--- src/rtl/cellrv32_package.sv ---
// cellrv32_package: shared types and helpers for the cellrv32 FIFO drain
package cellrv32_package;

    typedef enum logic [1:0] {
        DRAIN_IDLE,
        DRAIN_WAIT,
        DRAIN_SEND
    } drain_state_t;

    // number of bits needed to index n entries
    function automatic int index_size_f(input int n);
        int r = 0;
        while ((1 << r) < n) r++;
        return r;
    endfunction

endpackage

--- src/rtl/cellrv32_fifo_drain.sv ---
// cellrv32_fifo_drain: pops FIFO words and streams each one out as narrower valid/ready beats
module cellrv32_fifo_drain
    import cellrv32_package::*;
#(
    parameter int   WORD_WIDTH = 32,
    parameter int   BEAT_WIDTH = 8,
    parameter logic FIFO_RSYNC = 1'b0,
    parameter logic MSB_FIRST  = 1'b0
) (
    input  logic                  clk_i,
    input  logic                  rstn_i,
    input  logic                  clear_i,
    input  logic                  fifo_avail_i,
    output logic                  fifo_re_o,
    input  logic [WORD_WIDTH-1:0] fifo_rdata_i,
    output logic [BEAT_WIDTH-1:0] tx_data_o,
    output logic                  tx_valid_o,
    input  logic                  tx_ready_i,
    output logic                  tx_last_o,
    output logic                  busy_o
);

    localparam int RATIO = (BEAT_WIDTH == 0) ? 1 : WORD_WIDTH / BEAT_WIDTH;
    localparam int CNT_W = (index_size_f(RATIO) < 1) ? 1 : index_size_f(RATIO);

    if ((BEAT_WIDTH == 0) || (WORD_WIDTH % ((BEAT_WIDTH == 0) ? 1 : BEAT_WIDTH) != 0)) begin : g_bad_width
        $error("cellrv32_fifo_drain: WORD_WIDTH must be a non-zero multiple of BEAT_WIDTH");
    end

    drain_state_t          state, state_nxt;
    logic [CNT_W-1:0]      cnt;
    logic [WORD_WIDTH-1:0] word;
    logic                  last, hs, cap;

    // state, beat counter and held word; clear discards the word and restarts at beat 0
    always_ff @(posedge clk_i or negedge rstn_i) begin
        if (!rstn_i) begin
            state <= DRAIN_IDLE;
            cnt   <= '0;
            word  <= '0;
        end else begin
            state <= state_nxt;
            cnt   <= (clear_i || (hs && last)) ? '0 : hs ? cnt + CNT_W'(1) : cnt;
            word  <= clear_i ? '0 : cap ? fifo_rdata_i : word;
        end
    end

    // a finished word either chains straight into the next pop or falls back to idle
    always_comb begin
        state_nxt = clear_i                                 ? DRAIN_IDLE :
                    (state == DRAIN_WAIT)                   ? DRAIN_SEND :
                    (state == DRAIN_SEND && !(hs && last))  ? DRAIN_SEND :
                    fifo_re_o ? (FIFO_RSYNC ? DRAIN_WAIT : DRAIN_SEND) : DRAIN_IDLE;
    end

    // handshake and pop strobes; popping is gated by reset so nothing leaves the FIFO while held in reset
    always_comb begin
        last       = cnt == CNT_W'(RATIO - 1);
        tx_valid_o = state == DRAIN_SEND;
        tx_last_o  = tx_valid_o && last;
        busy_o     = state != DRAIN_IDLE;
        hs         = tx_valid_o && tx_ready_i;
        fifo_re_o  = rstn_i && !clear_i && fifo_avail_i && (state == DRAIN_IDLE || (hs && last));
        cap        = (fifo_re_o && !FIFO_RSYNC) || (state == DRAIN_WAIT);
    end

    // pick the current beat out of the held word, lowest or highest slice first
    always_comb begin
        tx_data_o = BEAT_WIDTH'(word >> (BEAT_WIDTH * (MSB_FIRST ? RATIO - 1 - int'(cnt) : int'(cnt))));
    end

endmodule

--- config.mk ---
export PLATFORM = sky130hd
export DESIGN_NAME = cellrv32_fifo_drain
export DESIGN_NICKNAME = d
export VERILOG_FILES = /design/src/rtl/cellrv32_package.sv /design/src/rtl/cellrv32_fifo_drain.sv
export SDC_FILE = /design/constraint.sdc
export NUM_CORES = 1
export LEC_CHECK = 0
export BUFFER_PORTS_ARGS = -buffer_cell sky130_fd_sc_hd__buf_2
export CORE_ASPECT_RATIO = 0.6
export CORE_MARGIN = 4
export CORE_UTILIZATION = 51
export DETAILED_ROUTE_END_ITERATION = 10
export PLACE_DENSITY = 0.87
export SETUP_SLACK_MARGIN = 0.2
export SLEW_MARGIN = 20
export SYNTH_ARGS = -nofsm -noshare
export SYNTH_HDL_FRONTEND = slang
export SYNTH_SLANG_ARGS = --single-unit
--- constraint.sdc ---
create_clock -name clk_i -period 2.2 [get_ports clk_i]
set_input_delay 0.22 -clock clk_i [delete_from_list [all_inputs] [get_ports clk_i]]
set_output_delay 0.22 -clock clk_i [all_outputs]
set_load 0.01 [all_outputs]
==> impl_metrics.ini, run 1 <==
[run_status]
status = complete, no violations

[timing]
slew_viol_final = 0
setup_ws_ns = 0.326
rsz0062_at_grt = false
worst_slew_pin_slew_ns = 0.663
fmax_mhz = 534
setup_viol = 0
fin_crit_sh_pct = 85.2
relSlewSlack_pct = 55.8
fin_crit_ns = 1.87
clock_skew_ns = 0.0100
fin_setup_tns_ns = 0
hold_viol_final = 0

[routing]
wl_mm = 3.39
postRouteAntennaNets = 0
vias = 1161
wl_per_cell_um = 14.9
drt-initial-drc-count = 38
drtPass1Iterations = 4
route.detailed.drc = 0
via_per_inst = 5.09

[logic_synthesis]
post_synth.cell_area_avg_um2 = 13.6
synth-compound-area-share_pct = 1.69
syn-num-nets = 169
synth_top_family_by_area = multiplexers
synth-xor-area-share_pct = 0
synthAdderAreaFrac_pct = 0.703
yosysWarnings = 0
syn_area_um2 = 1780
netlist_instances = 131
ys_ff_latch = 35
muxShareOfSynthArea_pct = 30.9
yosys.area_share.simple_pct = 13.7
ys_types = 19
yosysSeqAreaShare_pct = 49.2

[critical_path]
r2r_start = cnt[0]$_DFFE_PN0P_
worstRegToRegCells = 5
required_ns = 1.98
arrival_ns = 1.65
path_class = register to output port
worstPathMaxFanout = 23
endpoint_kind = output port
worst_setup_path_start_kind = register
r2r_end = word[26]$_DFFE_PN0P_
r2r_slack_ns = 0.51

[cells_and_area]
layout_common_cells = buf_2 (48), dfrtp_1 (35), nor2b_1 (32), mux2_2 (30), mux4_2 (8)
layout_commonest_cell = buf_2
num-nets-final = 220
final_core_util_pct = 65.0
drive_above_1_share_pct = 55.2
syn_to_final_growth_pct = 20.7
antennaDiodeCount = 0
stdcell_count = 228

[die]
num_rows = 16
ios = 49
start_util_pct = 53.9
die_y_um = 53.8
core_area_um2 = 3300
dieArea_um2 = 4530
fp.dieW_um = 84.3

[worst_hold_path]
min_path_type = input pin to register
hold_path_startpoint = fifo_rdata_i[8]
whs_path_depth = 2
min_to = word[8]$_DFFE_PN0P_

[power]
irDropWorstVdd_v = 0.000438
leakagePower_uw = 0.00108
p_per_area_nw_per_um2 = 609

[place]
dp_hpwl_mm = 2.43
dpl_worst_slack_ns = 0.439
gp_congestion = 0.730
place_inst = 219
port_buffers = 48

[global_routing]
grt.met2_usage_pct = 28.1
grt_pass1_wl_mm = 5.85
busiest_layer = met2
antenna_found_initial = 0
grt_usage_pct = 17.2
grt_max_degree = 37
gr-usage-met1_pct = 20.9
overflow = 0
grt_pass1_vias = 1292
met3_usage_pct = 6.88

[clock_tree]
clockBufferDepth = 2
insertion_delay_ns = 0.29
cts_made_buffers = 5
root_buffer = clkbuf_8
path_clk_slew_ns = 0.07
post_cts_buffers = 0
cts_tree = built
htree_num_levels = 2
numClockSinks = 35

[run]
maxCapViolations = 0
registers in the layout (all words and copies together), names as in the netlist:
| signal | cells |
|---|---|
| state | 1 |
| cnt | 2 |
| word | 32 |
where the power goes:
part           leakage (uW)  internal [uW]  switching, uW  total (uW)
Combinational      0.000557           95.3           74.8         170
Sequential         0.000476            676           17.4         693
Clock             0.0000477            216            228         445
metal layers:
metal	vias up	routed length (um)
met5	-	0
met4	0	50
met3	8	263
met2	35	1520
met1	565	1550
li1	553	-
cell families (layout without fill, tap and decap cells):
family,Yosys count,count (layout)
fa+ha+maj,1,1
flops,35,35
compound gates,3,3
buf+inv,10,62
mux,41,41
simple gates,41,41
cell type report:
class	instances	area [um2]
Fill cell	262	1150
Sequential cell	35	876
Multi-Input combinational cell	86	837
Timing Repair Buffer	54	295
Clock buffer	5	68.8
Tap cell	45	56.3
Clock inverter	3	15.0
cell usage after synthesis, drive strengths merged:
| library cell | instances | area (um2) |
|---|---|---|
| dfrtp | 35 | 876 |
| mux2 | 32 | 360 |
| nor2b | 32 | 200 |
| mux4 | 8 | 180 |
| buf | 5 | 46.3 |
| clkbuf | 5 | 20.0 |
| nand2 | 5 | 21.3 |
| a21oi | 2 | 10.0 |
| nor2 | 2 | 7.51 |
| a211oi | 1 | 20.0 |
| and2 | 1 | 6.26 |
| ha | 1 | 12.5 |
| mux2i | 1 | 10.0 |
| nand4b | 1 | 8.76 |
through the flow:
| step | cell area (um2) | hold slack [ns] | total power [uW] |
|---|---|---|---|
| finish | 2150 | 0.155 | 1310 |
| global route | 2150 | 0.152 | 1370 |
| CTS | 2140 | 0.147 | 1330 |
| detailed placement | 2050 | 0.307 | 875 |
| global placement | 2050 | 0.285 | 867 |
| floorplan | 1780 | -0.0756 | 804 |
worst max-delay path: stages, from the launching register on:
cell      delay, ns
dfrtp_1        0.36
ha_1           0.23
nand2_2        0.10
a211oi_4       0.28
buf_8          0.24
buf_2          0.16
repair_timing:
action / 4_1_cts / 5_1_grt
gates resized for setup: 0 / 2
endpoints found under the setup margin: 0 / 1
endpoints found under the hold margin: 15 / 0
hold buffers: 1 / 0
how the worst max path moves through the flow:
stage                                end               start  cells after the start
floorplan            word[0]$_DFFE_PN0P_  cnt[0]$_DFFE_PN0P_                      5
global placement    word[16]$_DFFE_PN0P_  cnt[0]$_DFFE_PN0P_                      5
detailed placement  word[11]$_DFFE_PN0P_  cnt[0]$_DFFE_PN0P_                      5
CTS                            fifo_re_o  cnt[0]$_DFFE_PN0P_                      5
global route                   fifo_re_o  cnt[0]$_DFFE_PN0P_                      5
finish                         fifo_re_o  cnt[0]$_DFFE_PN0P_                      5
Power figures use the tool's default switching activity.
==> run 2: changes to the inputs <==
--- a/config.mk
+++ b/config.mk
@@ -8,9 +8,9 @@
 export BUFFER_PORTS_ARGS = -buffer_cell sky130_fd_sc_hd__buf_2
 export CORE_ASPECT_RATIO = 0.6
 export CORE_MARGIN = 4
-export CORE_UTILIZATION = 51
+export CORE_UTILIZATION = 55
 export DETAILED_ROUTE_END_ITERATION = 10
-export PLACE_DENSITY = 0.87
+export PLACE_DENSITY = 0.92
 export SETUP_SLACK_MARGIN = 0.2
 export SLEW_MARGIN = 20
 export SYNTH_ARGS = -nofsm -noshare
==> constraint.sdc (replaced) <==
create_clock -name clk_i -period 2.3 [get_ports clk_i]
set_input_delay 0.23 -clock clk_i [delete_from_list [all_inputs] [get_ports clk_i]]
set_output_delay 0.23 -clock clk_i [all_outputs]
set_load 0.01 [all_outputs]
==> run 2 against run 1 <==
  * Via count up 0.34%
  * Largest cell class unchanged
  * Cell area rose by 1.0%
  * Clock skew shrank 0.0029 ns
  * Register-to-register slack better by 0.04 ns
  * Flip-flop and latch count is the same
  * Power is 7.1% higher
  * Hold slack gained 0.013 ns
  * Sequential share of layout area decreased by 0.42 points
  * Critical path depth unchanged
  * Global-route usage rose by 2.5 points
  * Sequential power decreased by 4.2%
  * Combinational power is 5% lower
==> impl_metrics.ini, run 2 (synthesis gave the netlist of run 1 again) <==
[run_status]
status = complete, no violations

[cells_and_area]
largest-register = word
num-nets-final = 220
final-seq-area_um2 = 876
top_regs = word: 32 flops, cnt: 2 flops, state: 1 flops
drive_above_1_share_pct = 55.2
antennaDiodeCount = 0
largest_reg_flops = 32
multiInputGateArea_um2 = 837
layout_commonest_cell = buf_2
fillers = 213
layout_common_cells = buf_2 (48), dfrtp_1 (35), nor2b_1 (32), mux2_2 (30), mux4_2 (8)
syn_to_final_growth_pct = 22.0

[die]
start_util_pct = 59.6
fp.dieW_um = 81.4
core_area_um2 = 2980
die_y_um = 52.1
ios = 49
num_rows = 15
dieArea_um2 = 4240

[routing]
route.detailed.drc = 0
drtPass1Iterations = 4
wl_mm = 3.65
vias = 1165
via_per_inst = 5.18
wl_per_cell_um = 16.2
drt-initial-drc-count = 63
postRouteAntennaNets = 0

[timing]
fin_setup_tns_ns = 0
rsz0062_at_grt = false
fmax_mhz = 532
clock_skew_ns = 0.00705
setup_viol = 0
holdWs_ns = 0.168
fin_crit_sh_pct = 81.7
fin_crit_ns = 1.88
relSlewSlack_pct = 56.8
slew_viol_final = 0
worst_slew_pin_slew_ns = 0.648
hold_viol_final = 0

[critical_path]
endpoint_kind = output port
worst_setup_path_start_kind = register
worstPathMaxFanout = 14
arrival_ns = 1.65
r2r_end = word[31]$_DFFE_PN0P_
cp-startpoint = cnt[1]$_DFFE_PN0P_
required_ns = 2.07
worstRegToRegCells = 5
r2r_start = cnt[1]$_DFFE_PN0P_
r2r_slack_ns = 0.55
path_class = register to output port

[global_routing]
overflow = 0
grt_max_degree = 37
grt_usage_pct = 19.7
busiest_layer = met2
grt.met2_usage_pct = 32.2
grt_pass1_vias = 1278
met3_usage_pct = 6.23
gr-usage-met1_pct = 24.1
antenna_found_initial = 0
grt_pass1_wl_mm = 6.01

[power]
p_per_area_nw_per_um2 = 645
clockPowerShare_pct = 41.0
leakagePower_uw = 0.00109
irDropWorstVdd_v = 0.000404
p_int_uw = 1090
p_switching_uw = 313
swShare_pct = 22.4
pwr-share-comb_pct = 11.6
power_frac_seq_pct = 47.4

[clock_tree]
numClockSinks = 35
root_buffer = clkbuf_8
post_cts_buffers = 0
cts_tree = built
htree_num_levels = 2
cts_made_buffers = 5
cts_resized = 0
insertion_delay_ns = 0.29
postCtsHoldBufs = 1
clockBufferDepth = 2
path_clk_slew_ns = 0.07

[worst_hold_path]
hold_path_startpoint = fifo_rdata_i[7]
min_to = word[7]$_DFFE_PN0P_
min_path_type = input pin to register
whs_path_depth = 2

[place]
gp_congestion = 0.798
port_buffers = 48
dp_hpwl_mm = 2.59

[run]
maxCapViolations = 0
[run 2: cell count changes in the layout (fill, tap and decap cells not counted), sizes merged]
cell / delta
clkbuf: +1
clkinv: -2
bufinv: +1
[run 2: routing by layer]
metal	share of wire [%]	up-vias
li1	-	549
met1	45	575
met2	47	35
met3	5.9	6
met4	1.9	0
met5	0	-
[run 2: final cells by class]
class	instances	share of cell area (%)
Clock inverter	2	1.61
Timing Repair Buffer	54	13.3
Sequential cell	35	40.3
Multi-Input combinational cell	86	38.6
Clock buffer	6	3.80
Tap cell	42	2.42
[run 2: through the flow]
| stage | worst slack [ns] | util [%] | total power [uW] | area [um2] | cells |
|---|---|---|---|---|---|
| floorplan | 0.683 | - | 769 | 1780 | 131 |
| global placement | 0.684 | 68.5 | 829 | 2040 | 216 |
| detailed placement | 0.570 | 68.5 | 837 | 2040 | 216 |
| CTS | 0.400 | 72.7 | 1410 | 2170 | 225 |
| global route | 0.311 | 72.7 | 1450 | 2170 | 225 |
| finish | 0.421 | 72.7 | 1400 | 2170 | 225 |
[run 2: worst max path at each step]
stage                                end  slack [ns]  cells after the start
floorplan            word[0]$_DFFE_PN0P_        0.68                      5
global placement    word[17]$_DFFE_PN0P_        0.68                      5
detailed placement  word[14]$_DFFE_PN0P_        0.57                      5
CTS                            fifo_re_o        0.40                      5
global route                   fifo_re_o        0.31                      5
finish                         fifo_re_o        0.42                      5
[run 2: worst max-delay path, cell delays in order (launching register included)]
cell and delay [ns]:
dfrtp_1 0.36, ha_1 0.23, nand2_2 0.10, a211oi_4 0.26, buf_4 0.25, buf_2 0.16
[run 2: power by group through the flow]
| stage | Clock (uW) | Combinational [uW] | Sequential (uW) |
|---|---|---|---|
| 6_report | 574 | 162 | 664 |
| 5_1_grt | 605 | 179 | 668 |
| 4_1_cts | 585 | 165 | 664 |
| 3_5_place_dp | 0 | 162 | 675 |
| 3_3_place_gp | 0 | 156 | 672 |
| 2_1_floorplan | 0 | 99.6 | 669 |
==> run 3: changes to the inputs <==
--- a/config.mk
+++ b/config.mk
@@ -8,9 +8,9 @@
 export BUFFER_PORTS_ARGS = -buffer_cell sky130_fd_sc_hd__buf_2
 export CORE_ASPECT_RATIO = 0.6
 export CORE_MARGIN = 4
-export CORE_UTILIZATION = 55
+export CORE_UTILIZATION = 46
 export DETAILED_ROUTE_END_ITERATION = 10
-export PLACE_DENSITY = 0.92
+export PLACE_DENSITY = 0.83
 export SETUP_SLACK_MARGIN = 0.2
 export SLEW_MARGIN = 20
 export SYNTH_ARGS = -nofsm -noshare
==> constraint.sdc (replaced) <==
create_clock -name clk_i -period 1.7 [get_ports clk_i]
set_input_delay 0.17 -clock clk_i [delete_from_list [all_inputs] [get_ports clk_i]]
set_output_delay 0.17 -clock clk_i [all_outputs]
set_load 0.01 [all_outputs]
==> run 3 against run 2 <==
  * The run now ends with negative setup slack left
  * Highest routed layer unchanged
  * Largest cell class is now multi-input combinational cells
  * First-iteration DRC count shrank 25%
  * Flip-flop and latch count unchanged
  * Cell count rose by 5.8%
  * Sequential power is 35% higher
  * Critical path type is now register to register
==> impl_metrics.ini, run 3 (synthesis gave the netlist of run 1 again) <==
[die]
ios = 49
start_util_pct = 48.1
dieArea_um2 = 4960
die_y_um = 56.2
num_rows = 17
core_area_um2 = 3700
fp.dieW_um = 88.3

[clock_tree]
htree_num_levels = 2
root_buffer = clkbuf_8
clockBufferDepth = 2
path_clk_slew_ns = 0.07
cts_tree = built
numClockSinks = 35
cts_made_buffers = 5
insertion_delay_ns = 0.28

[place]
place_inst = 223
dp_hpwl_mm = 2.71
port_buffers = 48
gp_congestion = 0.740
dpl_worst_slack_ns = 0.0554

[cells_and_area]
layout_common_cells = buf_2 (41), dfrtp_1 (34), nor2b_1 (32), mux2_4 (32)
fillers = 272
syn_to_final_growth_pct = 40.7
largest-register = word
num-nets-final = 228
stdcell_count = 238
drive_above_1_share_pct = 58.6
layout_commonest_cell = buf_2
largest_reg_flops = 32
antennaDiodeCount = 0
top_regs = word: 32 flops, cnt: 2 flops, state: 1 flops

[timing]
rsz0062_at_grt = true
fmax_mhz = 583
hold_viol_final = 0
holdWs_ns = 0.117
clock_skew_ns = 0.00638
relSlewSlack_pct = 70.3
worst_slew_pin_slew_ns = 0.446
fin_crit_sh_pct = 101
slew_viol_final = 0
setup_viol = 13
fin_crit_ns = 1.71
setup_ws_ns = -0.0150

[critical_path]
r2r_end = word[14]$_DFFE_PN0P_
path_delay_family = flip-flops
critical_path.max_stage_delay_ns = 0.42
r2r_slack_ns = -0.01
crit_slowest_cell = dfrtp_2
arrival_ns = 1.88
path_cells = ha_4, nand2_4, a211oi_4, buf_6, buf_16, mux2_4
required_ns = 1.86
r2r_start = cnt[0]$_DFFE_PN0P_
worstPathMaxFanout = 7
worst_setup_path_start_kind = register
worstRegToRegCells = 6
endpoint_kind = register
worst-path-buf-inv = 2
path_class = register to register

[global_routing]
grt_max_degree = 36
grt_usage_pct = 19.0
grt_pass1_vias = 1394
antenna_found_initial = 0
grt_pass1_wl_mm = 7.03
overflow = 0

[power]
leakagePower_uw = 0.00121
p_per_area_nw_per_um2 = 745
irDropWorstVdd_v = 0.000459
total_power_uw = 1860

[routing]
wl_mm = 4.35
drtPass1Iterations = 4
vias = 1238
route.detailed.drc = 0
drt-initial-drc-count = 47
via_per_inst = 5.20
postRouteAntennaNets = 0
wl_per_cell_um = 18.3

[run_status]
violations = negative setup slack
status = finished, violations left

[worst_hold_path]
hold_path_startpoint = fifo_rdata_i[7]
min_path_type = input pin to register
min_to = word[7]$_DFFE_PN0P_
whs_path_depth = 2

[run]
maxCapViolations = 0
==> run 3: cell types whose count changed in the layout (fill, tap and decap cells not counted), moves of 4 or more <==
cell    change
buf_12      +4
buf_2       -7
buf_6       +8
mux2_2     -30
mux2_4     +32
==> run 3: what timing repair did <==
action | CTS | global route
resized for setup | 34 | 10
pin swaps | 1 | 1
cloned | 2 | 0
buffers inserted | 3 | 1
hold endpoints to repair | 35 | 0
hold buffers | 1 | 0
setup endpoints to repair | 41 | 41
==> run 3: worst reg2reg max path, cell delays in order, from the launching register on <==
cell	delay (ns)
dfrtp_2	0.42
ha_4	0.17
nand2_4	0.06
a211oi_4	0.32
buf_6	0.19
buf_16	0.14
mux2_4	0.30
==> run 3: stage by stage <==
| step | setup TNS (ns) | utilization, % | area [um2] |
|---|---|---|---|
| floorplan | 0 | - | 1800 |
| global placement | 0 | 56.8 | 2100 |
| detailed placement | 0 | 56.8 | 2100 |
| CTS | -0.923 | 66.1 | 2440 |
| global route | -1.40 | 67.6 | 2500 |
| finish | -0.101 | 67.6 | 2500 |
==> run 3: routing by layer <==
| metal | up-vias | share of wire, % | track usage, % |
|---|---|---|---|
| li1 | 575 | - | - |
| met1 | 620 | 47 | 26.9 |
| met2 | 40 | 46 | 29.7 |
| met3 | 3 | 6.6 | 5.18 |
| met4 | 0 | 0.48 | 3.23 |
| met5 | - | 0 | 0 |
==> run 3: final cells by class <==
class                           count  area, um2  area share [%]
Sequential cell                    35        877            35.0
Multi-Input combinational cell     86        975            38.9
Tap cell                           47       58.8            2.35
Timing Repair Buffer               62        493            19.7
Clock buffer                        8        100            4.00
==> run 3: worst max-delay path by stage <==
stage                        from                    to  slack [ns]  cells after the start
6_report       cnt[0]$_DFFE_PN0P_  word[14]$_DFFE_PN0P_       -0.01                      6
5_1_grt        cnt[0]$_DFFE_PN0P_  word[14]$_DFFE_PN0P_       -0.07                      6
4_1_cts        cnt[0]$_DFFE_PN0P_          tx_data_o[1]       -0.07                      3
3_5_place_dp   cnt[0]$_DFFE_PN0P_  word[27]$_DFFE_PN0P_        0.06                      5
3_3_place_gp   cnt[1]$_DFFE_PN0P_  word[28]$_DFFE_PN0P_        0.14                      5
2_1_floorplan  cnt[1]$_DFFE_PN0P_   word[0]$_DFFE_PN0P_        0.12                      5
==> run 3: where the power goes <==
| part | switching [uW] | leakage, uW | internal (uW) |
|---|---|---|---|
| Sequential | 22.4 | 0.000474 | 875 |
| Combinational | 126 | 0.000685 | 188 |
| Clock | 283 | 0.0000515 | 370 |
| Total | 431 | 0.00121 | 1430 |
